==> config.mk <==
export PLATFORM = sky130hd
export DESIGN_NAME = db_sw_multi
export DESIGN_NICKNAME = d
export VERILOG_FILES = /design/src/rtl/db_sw_pkg.sv /design/src/rtl/db_sw_ch.sv /design/src/rtl/db_sw_multi.sv
export SDC_FILE = /design/constraint.sdc
export NUM_CORES = 1
export LEC_CHECK = 0
export BUFFER_PORTS_ARGS = -buffer_cell sky130_fd_sc_hd__buf_2
export CAP_MARGIN = 10
export CORE_MARGIN = 2
export CORE_UTILIZATION = 35
export CTS_CLUSTER_SIZE = 28
export DETAILED_ROUTE_END_ITERATION = 7
export GPL_TIMING_DRIVEN = 0
export RECOVER_POWER = 25
export SLEW_MARGIN = 0
export SYNTH_ARGS = -nofsm -noshare
export SYNTH_HDL_FRONTEND = slang
export SYNTH_HIERARCHICAL = 1
export SYNTH_SLANG_ARGS = --single-unit
==> constraint.sdc <==
create_clock -name clk -period 6.8 [get_ports clk]
set_input_delay 1.02 -clock clk [delete_from_list [all_inputs] [get_ports clk]]
set_output_delay 1.02 -clock clk [all_outputs]
set_load 0.02 [all_outputs]
==> src/rtl/db_sw_pkg.sv <==
// Shared types and helpers for the multi-channel switch debouncer.
// Optional input synchroniser is enabled by defining DB_SW_SYNC_EN.
package db_sw_pkg;

  typedef enum logic [1:0] {
    ZERO  = 2'd0,
    WAIT1 = 2'd1,
    ONE   = 2'd2,
    WAIT0 = 2'd3
  } state_t;

  localparam int unsigned TICKS_PER_SEC = 1000;

  // Clock cycles per debounce tick (1 ms).
  function automatic int unsigned tick_div(input int unsigned clk_freq);
    return clk_freq / TICKS_PER_SEC;
  endfunction

endpackage

==> src/rtl/db_sw_ch.sv <==
// One debounce channel: optional two-flop synchroniser, stable-time FSM and edge pulses.
// Define DB_SW_SYNC_EN for inputs asynchronous to clk.
module db_sw_ch
  import db_sw_pkg::*;
#(
  parameter int unsigned DB_MS = 10
) (
  input  logic clk,
  input  logic arst_n,
  input  logic sw,
  input  logic tick,
  output logic db,
  output logic rise,
  output logic fall
);

  localparam int unsigned CntW = $clog2(DB_MS);
  localparam logic [CntW-1:0] CntMax = CntW'(DB_MS - 1);

  logic            s;
  state_t          state_q;
  logic [CntW-1:0] cnt_q;
  logic            rise_q;
  logic            fall_q;

`ifdef DB_SW_SYNC_EN
  logic [1:0] sync_q;
  logic [1:0] sync_d;

  assign sync_d = {sync_q[0], sw};

  always_ff @(posedge clk or negedge arst_n) begin
    if (!arst_n) begin
      sync_q <= 2'b00;
    end else begin
      sync_q <= sync_d;
    end
  end

  assign s = sync_q[1];
`else
  assign s = sw;
`endif

  // A revert of s takes priority over a coincident tick in the WAIT states.
  always_ff @(posedge clk or negedge arst_n) begin
    if (!arst_n) begin
      state_q <= ZERO;
      cnt_q   <= '0;
      rise_q  <= 1'b0;
      fall_q  <= 1'b0;
    end else begin
      rise_q <= 1'b0;
      fall_q <= 1'b0;
      case (state_q)
        ZERO: begin
          if (s) begin
            state_q <= WAIT1;
            cnt_q   <= '0;
          end
        end
        WAIT1: begin
          if (!s) begin
            state_q <= ZERO;
          end else if (tick) begin
            if (cnt_q == CntMax) begin
              state_q <= ONE;
              rise_q  <= 1'b1;
            end else begin
              cnt_q <= cnt_q + 1'b1;
            end
          end
        end
        ONE: begin
          if (!s) begin
            state_q <= WAIT0;
            cnt_q   <= '0;
          end
        end
        WAIT0: begin
          if (s) begin
            state_q <= ONE;
          end else if (tick) begin
            if (cnt_q == CntMax) begin
              state_q <= ZERO;
              fall_q  <= 1'b1;
            end else begin
              cnt_q <= cnt_q + 1'b1;
            end
          end
        end
        default: state_q <= ZERO;
      endcase
    end
  end

  assign db   = (state_q == ONE) || (state_q == WAIT0);
  assign rise = rise_q;
  assign fall = fall_q;

endmodule

==> src/rtl/db_sw_multi.sv <==
// Multi-channel switch debouncer: shared 1 ms prescaler feeding N_CH independent channels.
// Define DB_SW_SYNC_EN to add a two-flop synchroniser on every input.
module db_sw_multi
  import db_sw_pkg::*;
#(
  parameter int unsigned CLK_FREQ = 200_000_000,
  parameter int unsigned N_CH     = 4,
  parameter int unsigned DB_MS    = 10
) (
  input  logic            clk,
  input  logic            arst_n,
  input  logic [N_CH-1:0] sw,
  output logic [N_CH-1:0] db,
  output logic [N_CH-1:0] rise,
  output logic [N_CH-1:0] fall
);

  localparam int unsigned TickDiv = tick_div(CLK_FREQ);
  localparam int unsigned PreW    = (TickDiv > 1) ? $clog2(TickDiv) : 1;
  localparam logic [PreW-1:0] PreMax = PreW'(TickDiv - 1);

  logic [PreW-1:0] pre_q;
  logic [PreW-1:0] pre_d;
  logic            tick;

  assign tick = (pre_q == PreMax);

  always_comb begin
    pre_d = pre_q + 1'b1;
    if (tick) begin
      pre_d = '0;
    end
  end

  always_ff @(posedge clk or negedge arst_n) begin
    if (!arst_n) begin
      pre_q <= '0;
    end else begin
      pre_q <= pre_d;
    end
  end

  for (genvar i = 0; i < N_CH; i++) begin : g_ch
    db_sw_ch #(
      .DB_MS(DB_MS)
    ) u_ch (
      .clk   (clk),
      .arst_n(arst_n),
      .sw    (sw[i]),
      .tick  (tick),
      .db    (db[i]),
      .rise  (rise[i]),
      .fall  (fall[i])
    );
  end

endmodule
==> results.cfg, run 1 <==
[detailed_routing]
drtIter0Drc = 108
via_per_inst = 5.01
wl_mm = 4.46
ant_nets = 0
drc = 0
first_pass_iters = 4
wire_per_inst_um = 12.3
vias = 1813

[critical_path]
cp_slowest_cell = clkbuf_1
path_class = in -> async
worstPathRequired_ps = 6850
r2r_slack_ps = 4100
cp_max_fo = 35
max_stage_delay_ps = 1430
cp_data_arrival_time_ps = 3100
cp-end-kind = async pin
path_buf_inv = 2
path_common_cell = clkbuf_1
cp_top_family = buffers and inverters
worst_setup_path_start_kind = primary input
cp_cell_sequence = clkbuf_1 > clkbuf_1

[grt]
grt_max_degree = 51
track_usage_pct = 12.1
grt_pass1_vias = 1645
grt_pass1_wl_mm = 7.56
antenna_found_initial = 0
grt_overflow = 0

[cells_and_area]
antenna_cells = 0
fin_nets = 278
area_growth_pct = 11.1
drive_above_1_share_pct = 13.7
fin_area_um2 = 2850
stdcell_count = 362
finish.utilization_pct = 39.7

[clock_network]
cts_buffer_depth = 2
cts_max_level = 2
clk_latency_ps = 300
cts_tree = done
cts_resized = 0
cts_sinks = 50
cts_hold_buf = 0
path_clk_slew_ps = 90
cts_buffers = 5
root_buffer = clkbuf_8
cts_setup_buffers = 0

[timing]
fmaxAchievable_mhz = 328
fin_hold_ws_ps = 484
finalHoldViolCount = 0
relSlewSlack_pct = -26.1
setup_slack_ps = 3750
tightest_slew_ps = 1890
rsz0062_at_grt = no
maxSlewViolCount = 36
tns_ps = 0
period_minus_slack_ps = 3050
setup_viol = 0
post-route-period-util_pct = 44.9
skew_ps = 4.56

[placement]
dp.cells = 354
postPlaceCellArea_um2 = 2780
portBuffers = 17
gp_congestion = 0.718
place_ws_ps = 4160
place_hpwl_mm = 2.84

[floorplanning]
start_util_pct = 35.7
ioPinCount = 18
die_x_um = 89.5
core.rowCount = 31
dieArea_um2 = 8020
core_um2 = 7180
die_h_um = 89.5

[logic_synthesis]
async_reset_ff_share_pct = 100
synthesis.area_um2 = 2560
syn_avg_cell_area_um2 = 10.8
netlist_instances = 238
synth_edf_count = 0
ys_ff_latch = 50
synth_warnings = 6
ys_types = 33
yosysSeqAreaShare_pct = 48.9
synthesis.nets = 253
ys.flop_type = dfrtp_1

[status]
violations = capacitance limit, slew limit
status = finished, violations left

[power]
p_leak_nw = 1.25
powerDensity_nw_per_um2 = 184
power_uw = 524
ir_drop_mv = 0.0624

[flow_run]
drv_cap = 1

[worst_hold_path]
worstHoldPathType = reg -> reg
-- where the power goes --
part / internal (mW) / switching (mW) / total (mW) / leakage (nW)
Clock: 0.0711 / 0.0932 / 0.164 / 0.0383
Sequential: 0.308 / 0.0105 / 0.319 / 0.662
Combinational: 0.0154 / 0.0261 / 0.0414 / 0.547
Total: 0.395 / 0.130 / 0.524 / 1.25
-- sequential cells by signal (all words and copies together), names as in the netlist, named ones only --
register and flops:
g_ch.u_ch/rise 4, pre_q 18, g_ch.u_ch/fall 4, g_ch.u_ch/state_q 4, g_ch.u_ch/cnt_q 16
-- cell usage in the layout, fill, tap and decap left out, types with 8 or more instances in the layout --
cell type,count
a21oi_1,14
nor3b_1,16
nand3b_1,8
xnor2_1,12
nand2_1,24
ha_1,9
buf_2,20
dfrtp_1,50
a221o_1,8
nand3_1,16
nor2_1,9
-- final cells by class --
class | count | area [um^2]
multi-input cells | 175 | 1230
fillers | 706 | 4330
flip-flops and latches | 50 | 1250
plain buffers | 8 | 55.1
clock buffers | 7 | 76.3
inverters | 5 | 18.8
repair buffers | 18 | 87.6
well taps | 99 | 124
-- synthesized netlist by cell type (all sizes together), types with 5 or more instances --
cell type  number  share of area (%)
dfrtp          50                 49
nand4           7                2.0
nand3          16                3.3
nand3b          8                2.3
inv             5               0.73
nor4b           7                2.4
nand2          24                3.5
a221o           8                3.1
or4b            5                2.0
nor3b          16                4.7
ha              9                4.4
xnor2          12                4.1
nor2           10                1.5
a21oi          14                2.7
xor2            5                1.7
-- metal layers --
layer / vias to the layer above / GRT usage [%] / wire, um
li1: 921 / - / -
met1: 869 / 17.6 / 2400
met2: 15 / 17.3 / 1870
met3: 8 / 1.94 / 99
met4: 0 / 5.70 / 82
met5: - / 0 / 0
-- final timing paths --
check,start,end,depth (start not counted)
setup / recovery,arst_n,g_ch[1].u_ch/cnt_q[2],2
max in group clk,pre_q[0],g_ch[0].u_ch/cnt_q[3],7
min in group asynchronous,arst_n,g_ch[3].u_ch/fall,1
setup reg to reg,pre_q[0],g_ch[0].u_ch/cnt_q[3],7
hold / removal,pre_q[0],pre_q[0],1
hold reg to reg,pre_q[0],pre_q[0],1
-- kinds of logic after synthesis --
| kind of cell | after synthesis | share of synthesized area [%] |
|---|---|---|
| compound gates | 32 | 8.79 |
| xor+xnor | 17 | 5.81 |
| fa+ha+maj | 9 | 4.40 |
| buf+inv | 13 | 2.88 |
| flops | 50 | 48.9 |
| mux | 4 | 1.76 |
| simple gates | 113 | 27.5 |
Note: power is estimated with default switching activity, not from simulation.
==> run 2, diff against run 1 <==
Clock period 6.8 ns to 2.95 ns, I/O delays scaled along.
==> results.cfg, run 2 (synthesized netlist as in run 1, its figures left out) <==
[placement]
portBuffers = 17
gp_congestion = 0.746
place_hpwl_mm = 2.77
postPlaceCellArea_um2 = 2780
place_ws_ps = 294
dp.cells = 354

[timing]
setup_viol = 0
maxSlewViolCount = 35
post-route-period-util_pct = 90.9
finalHoldViolCount = 0
fin_hold_ws_ps = 236
period_minus_slack_ps = 2680
fmaxAchievable_mhz = 373
tns_ps = 0
relSlewSlack_pct = -1.00
tightest_slew_ps = 1510
rsz0062_at_grt = no
setup_slack_ps = 270
skew_ps = 14.6

[floorplanning]
ioPinCount = 18
die_h_um = 89.5
core.rowCount = 31
start_util_pct = 35.7
core_um2 = 7180
die_x_um = 89.5
dieArea_um2 = 8020

[clock_network]
clk_latency_ps = 310
cts_setup_buffers = 0
root_buffer = clkbuf_8
cts_tree = done
cts_buffers = 5
cts_hold_buf = 0
cts_resized = 0
cts_max_level = 2
cts_buffer_depth = 2
path_clk_slew_ps = 100
cts_sinks = 50

[cells_and_area]
stdcell_count = 363
mostFrequentLayoutCells = dfrtp_1 (50), nand2_1 (24), buf_2 (20)
fin_nets = 278
n_fill_cell = 696
antenna_cells = 0
drive_above_1_share_pct = 15.5
finish.utilization_pct = 40.6
top_regs = pre_q (18), g_ch.u_ch/cnt_q (16)
fin_area_um2 = 2910
area_growth_pct = 13.6
final_common_cell = dfrtp_1
regMostFlops = pre_q
largest_reg_flops = 18

[grt]
grt_overflow = 0
antenna_found_initial = 0
grt_pass1_wl_mm = 7.74
use_met2_pct = 18.6
busiest_layer = met2
track_usage_pct = 12.3
grtUsageMet3_pct = 2.77
grt_max_degree = 51
met1_usage_pct = 17.5
grt_pass1_vias = 1670

[flow_run]
drv_cap = 1

[critical_path]
cp_data_arrival_time_ps = 2910
path_class = reg -> reg
worst_setup_path_start_kind = flip-flop
cp_max_fo = 41
worstPathRequired_ps = 3180
cp-end-kind = flip-flop
reg2reg_depth = 7

[power]
swShare_pct = 23.9
p_sw_uw = 322
powerDensity_nw_per_um2 = 463
p_int_mw = 1.03
ir_drop_mv = 0.402
p_clk_share_pct = 38.3
power_mw = 1.35
power_frac_comb_pct = 7.2
p_leak_nw = 1.28
power_frac_seq_pct = 54.5

[detailed_routing]
wl_mm = 4.44
first_pass_iters = 4
drc = 0
drtIter0Drc = 88
wire_per_inst_um = 12.2
vias = 1836
ant_nets = 0
via_per_inst = 5.06

[status]
violations = capacitance limit, slew limit
status = finished, violations left

[worst_hold_path]
worstHoldPathType = in -> async
==> run 2: power by group through the flow <==
stage | logic (mW) | clock network, mW | registers (mW)
6_report | 0.0968 | 0.516 | 0.735
5_1_grt | 0.111 | 0.568 | 0.740
4_1_cts | 0.0980 | 0.536 | 0.734
3_5_place_dp | 0.0972 | 0 | 0.748
3_3_place_gp | 0.0955 | 0 | 0.747
2_1_floorplan | 0.0634 | 0 | 0.742
==> run 2: final timing paths <==
kind / from / to / slack [ps]
worst max-delay path: pre_q[0] / g_ch[1].u_ch/cnt_q[3] / 270
worst max register to register: pre_q[0] / g_ch[1].u_ch/cnt_q[3] / 270
worst min register to register: pre_q[0] / pre_q[0] / 480
worst min-delay path: arst_n / g_ch[3].u_ch/cnt_q[2] / 240
max in group asynchronous: arst_n / g_ch[3].u_ch/cnt_q[0] / 700
min in group clk: sw[3] / g_ch[3].u_ch/fall / 330
==> run 2: area by class of cell <==
class	instances	area, um^2	area share [%]
repair buffers	18	96.3	3.31
flip-flops and latches	50	1250	43.0
inverters	5	18.8	0.645
well taps	99	124	4.26
clock buffers	6	82.6	2.84
clock inverters	2	38.8	1.33
multi-input cells	175	1240	42.7
plain buffers	8	55.1	1.89
==> run 2: metal layers <==
| metal | up-vias | wire [um] | part of all wire [%] |
|---|---|---|---|
| met3 | 4 | 101 | 2.3 |
| met1 | 885 | 2320 | 52 |
| met2 | 23 | 1960 | 44 |
| met4 | 0 | 52 | 1.2 |
| met5 | - | 0 | 0 |
| li1 | 924 | - | - |
==> run 2: worst max-delay path, cell delays in order (launching register included) <==
cell and delay, ps:
dfrtp_1 400, ha_1 210, nand3_2 130, or2_2 360
nor2_4 700, nand4_1 200, or4b_1 500, nand3_1 100
==> run 3, diff against run 2 <==
Settings changed: CTS_BUF_LIST set to sky130_fd_sc_hd__clkbuf_16.
==> results.cfg, run 3 (synthesized netlist as in run 1, its figures left out) <==
[timing]
post-route-period-util_pct = 90.9
period_minus_slack_ps = 2680
tightest_slew_ps = 1520
relSlewSlack_pct = -1.20
maxSlewViolCount = 35
fmaxAchievable_mhz = 373
finalHoldViolCount = 0
setup_slack_ps = 268
skew_ps = 8.89
setup_viol = 0
rsz0062_at_grt = no

[floorplanning]
ioPinCount = 18
die_x_um = 89.5
start_util_pct = 35.7
core_um2 = 7180
die_h_um = 89.5
dieArea_um2 = 8020
core.rowCount = 31

[clock_network]
cts_hold_buf = 0
root_buffer = clkbuf_16
clk_latency_ps = 290
cts_sinks = 50
cts_setup_buffers = 0
cts_buffer_depth = 2
path_clk_slew_ps = 70
cts_resized = 0
cts_max_level = 2
cts_buffers = 5
cts_tree = done

[power]
powerDensity_nw_per_um2 = 503
power_mw = 1.49
p_leak_nw = 1.30
ir_drop_mv = 0.344

[cells_and_area]
finish.utilization_pct = 41.2
regMostFlops = pre_q
fin_nets = 278
drive_above_1_share_pct = 15.2
antenna_cells = 0
largest_reg_flops = 18
mostFrequentLayoutCells = dfrtp_1 (50), nand2_1 (24), buf_2 (20)
area_growth_pct = 15.4
top_regs = pre_q (18), g_ch.u_ch/cnt_q (16)
final_common_cell = dfrtp_1

[critical_path]
max_stage_delay_ps = 710
worst_setup_path_start_kind = flip-flop
cp-end-kind = flip-flop
path_class = reg -> reg
worstPathRequired_ps = 3160
cp_max_fo = 41
cp_cell_sequence = ha_1 > nand3_2 > or2_2 > nor2_4 > nand4_1 > or4b_1 > nand3_1
cp_slowest_cell = nor2_4
cp_data_arrival_time_ps = 2900

[status]
status = finished, violations left
violations = capacitance limit, slew limit

[grt]
use_met2_pct = 19.0
grt_max_degree = 51
grt_pass1_vias = 1680
met1_usage_pct = 17.4
grt_pass1_wl_mm = 7.76
antenna_found_initial = 0
grt_overflow = 0
busiest_layer = met2
grtUsageMet3_pct = 2.77
track_usage_pct = 12.3

[detailed_routing]
via_per_inst = 5.06
drc = 0
drtIter0Drc = 91
vias = 1836
wl_mm = 4.46
ant_nets = 0
first_pass_iters = 4
wire_per_inst_um = 12.3

[placement]
place_ws_ps = 294
place_hpwl_mm = 2.77
gp_congestion = 0.746
portBuffers = 17

[flow_run]
drv_cap = 1

[worst_hold_path]
worstHoldPathType = in -> async
[run 3: cell count changes in the layout (fill, tap and decap cells not counted)]
cell       previous run  this run
clkinv_1              0         1
clkbuf_8              6         0
clkbuf_16             0         5
[run 3: report_power, final]
group          switching (mW)  leakage (nW)  internal, mW
Sequential             0.0245         0.662         0.711
Combinational          0.0611         0.560        0.0362
Clock                   0.253        0.0818         0.400
[run 3: critical path, delay by kind of cell, from the launching register on]
family / cells / cell delay (ps)
and+or+nand+nor: 6 / 2000
adders and majority gates: 1 / 210
DFF: 1 / 380
[run 3: layout make-up]
class / count / area (um^2)
Inverter: 5 / 18.8
Buffer: 8 / 55.1
Multi-Input combinational cell: 175 / 1240
Tap cell: 99 / 124
Timing Repair Buffer: 18 / 96.3
Clock buffer: 5 / 125
Clock inverter: 3 / 42.5
Fill cell: 689 / 4220
Sequential cell: 50 / 1250
[run 3: worst paths after layout]
kind                       depth (start not counted)                    end     start  slack (ps)
max                                                7  g_ch[1].u_ch/cnt_q[3]  pre_q[0]         270
min                                                1      g_ch[3].u_ch/rise    arst_n         260
max reg2reg                                        7  g_ch[1].u_ch/cnt_q[3]  pre_q[0]         270
min reg2reg                                        1               pre_q[0]  pre_q[0]         480
max in group asynchronous                          2  g_ch[3].u_ch/cnt_q[0]    arst_n         670
min in group clk                                   2      g_ch[3].u_ch/fall     sw[3]         350
[run 3: per-layer routing]
| metal | routed length (um) | up-vias |
|---|---|---|
| met5 | 0 | - |
| met4 | 17 | 0 |
| met3 | 98 | 2 |
| met2 | 2000 | 28 |
| met1 | 2340 | 883 |
| li1 | - | 923 |
[run 3: per-stage QoR]
step / instances / hold slack (ps) / cell area (um^2) / TNS [ps]
4_1_cts: 362 / 351 / 2950 / 0
3_3_place_gp: 354 / 472 / 2770 / -1140
2_1_floorplan: 238 / 147 / 2560 / 0
3_5_place_dp: 354 / 474 / 2780 / 0
6_report: 363 / 259 / 2960 / 0
5_1_grt: 363 / 332 / 2960 / 0
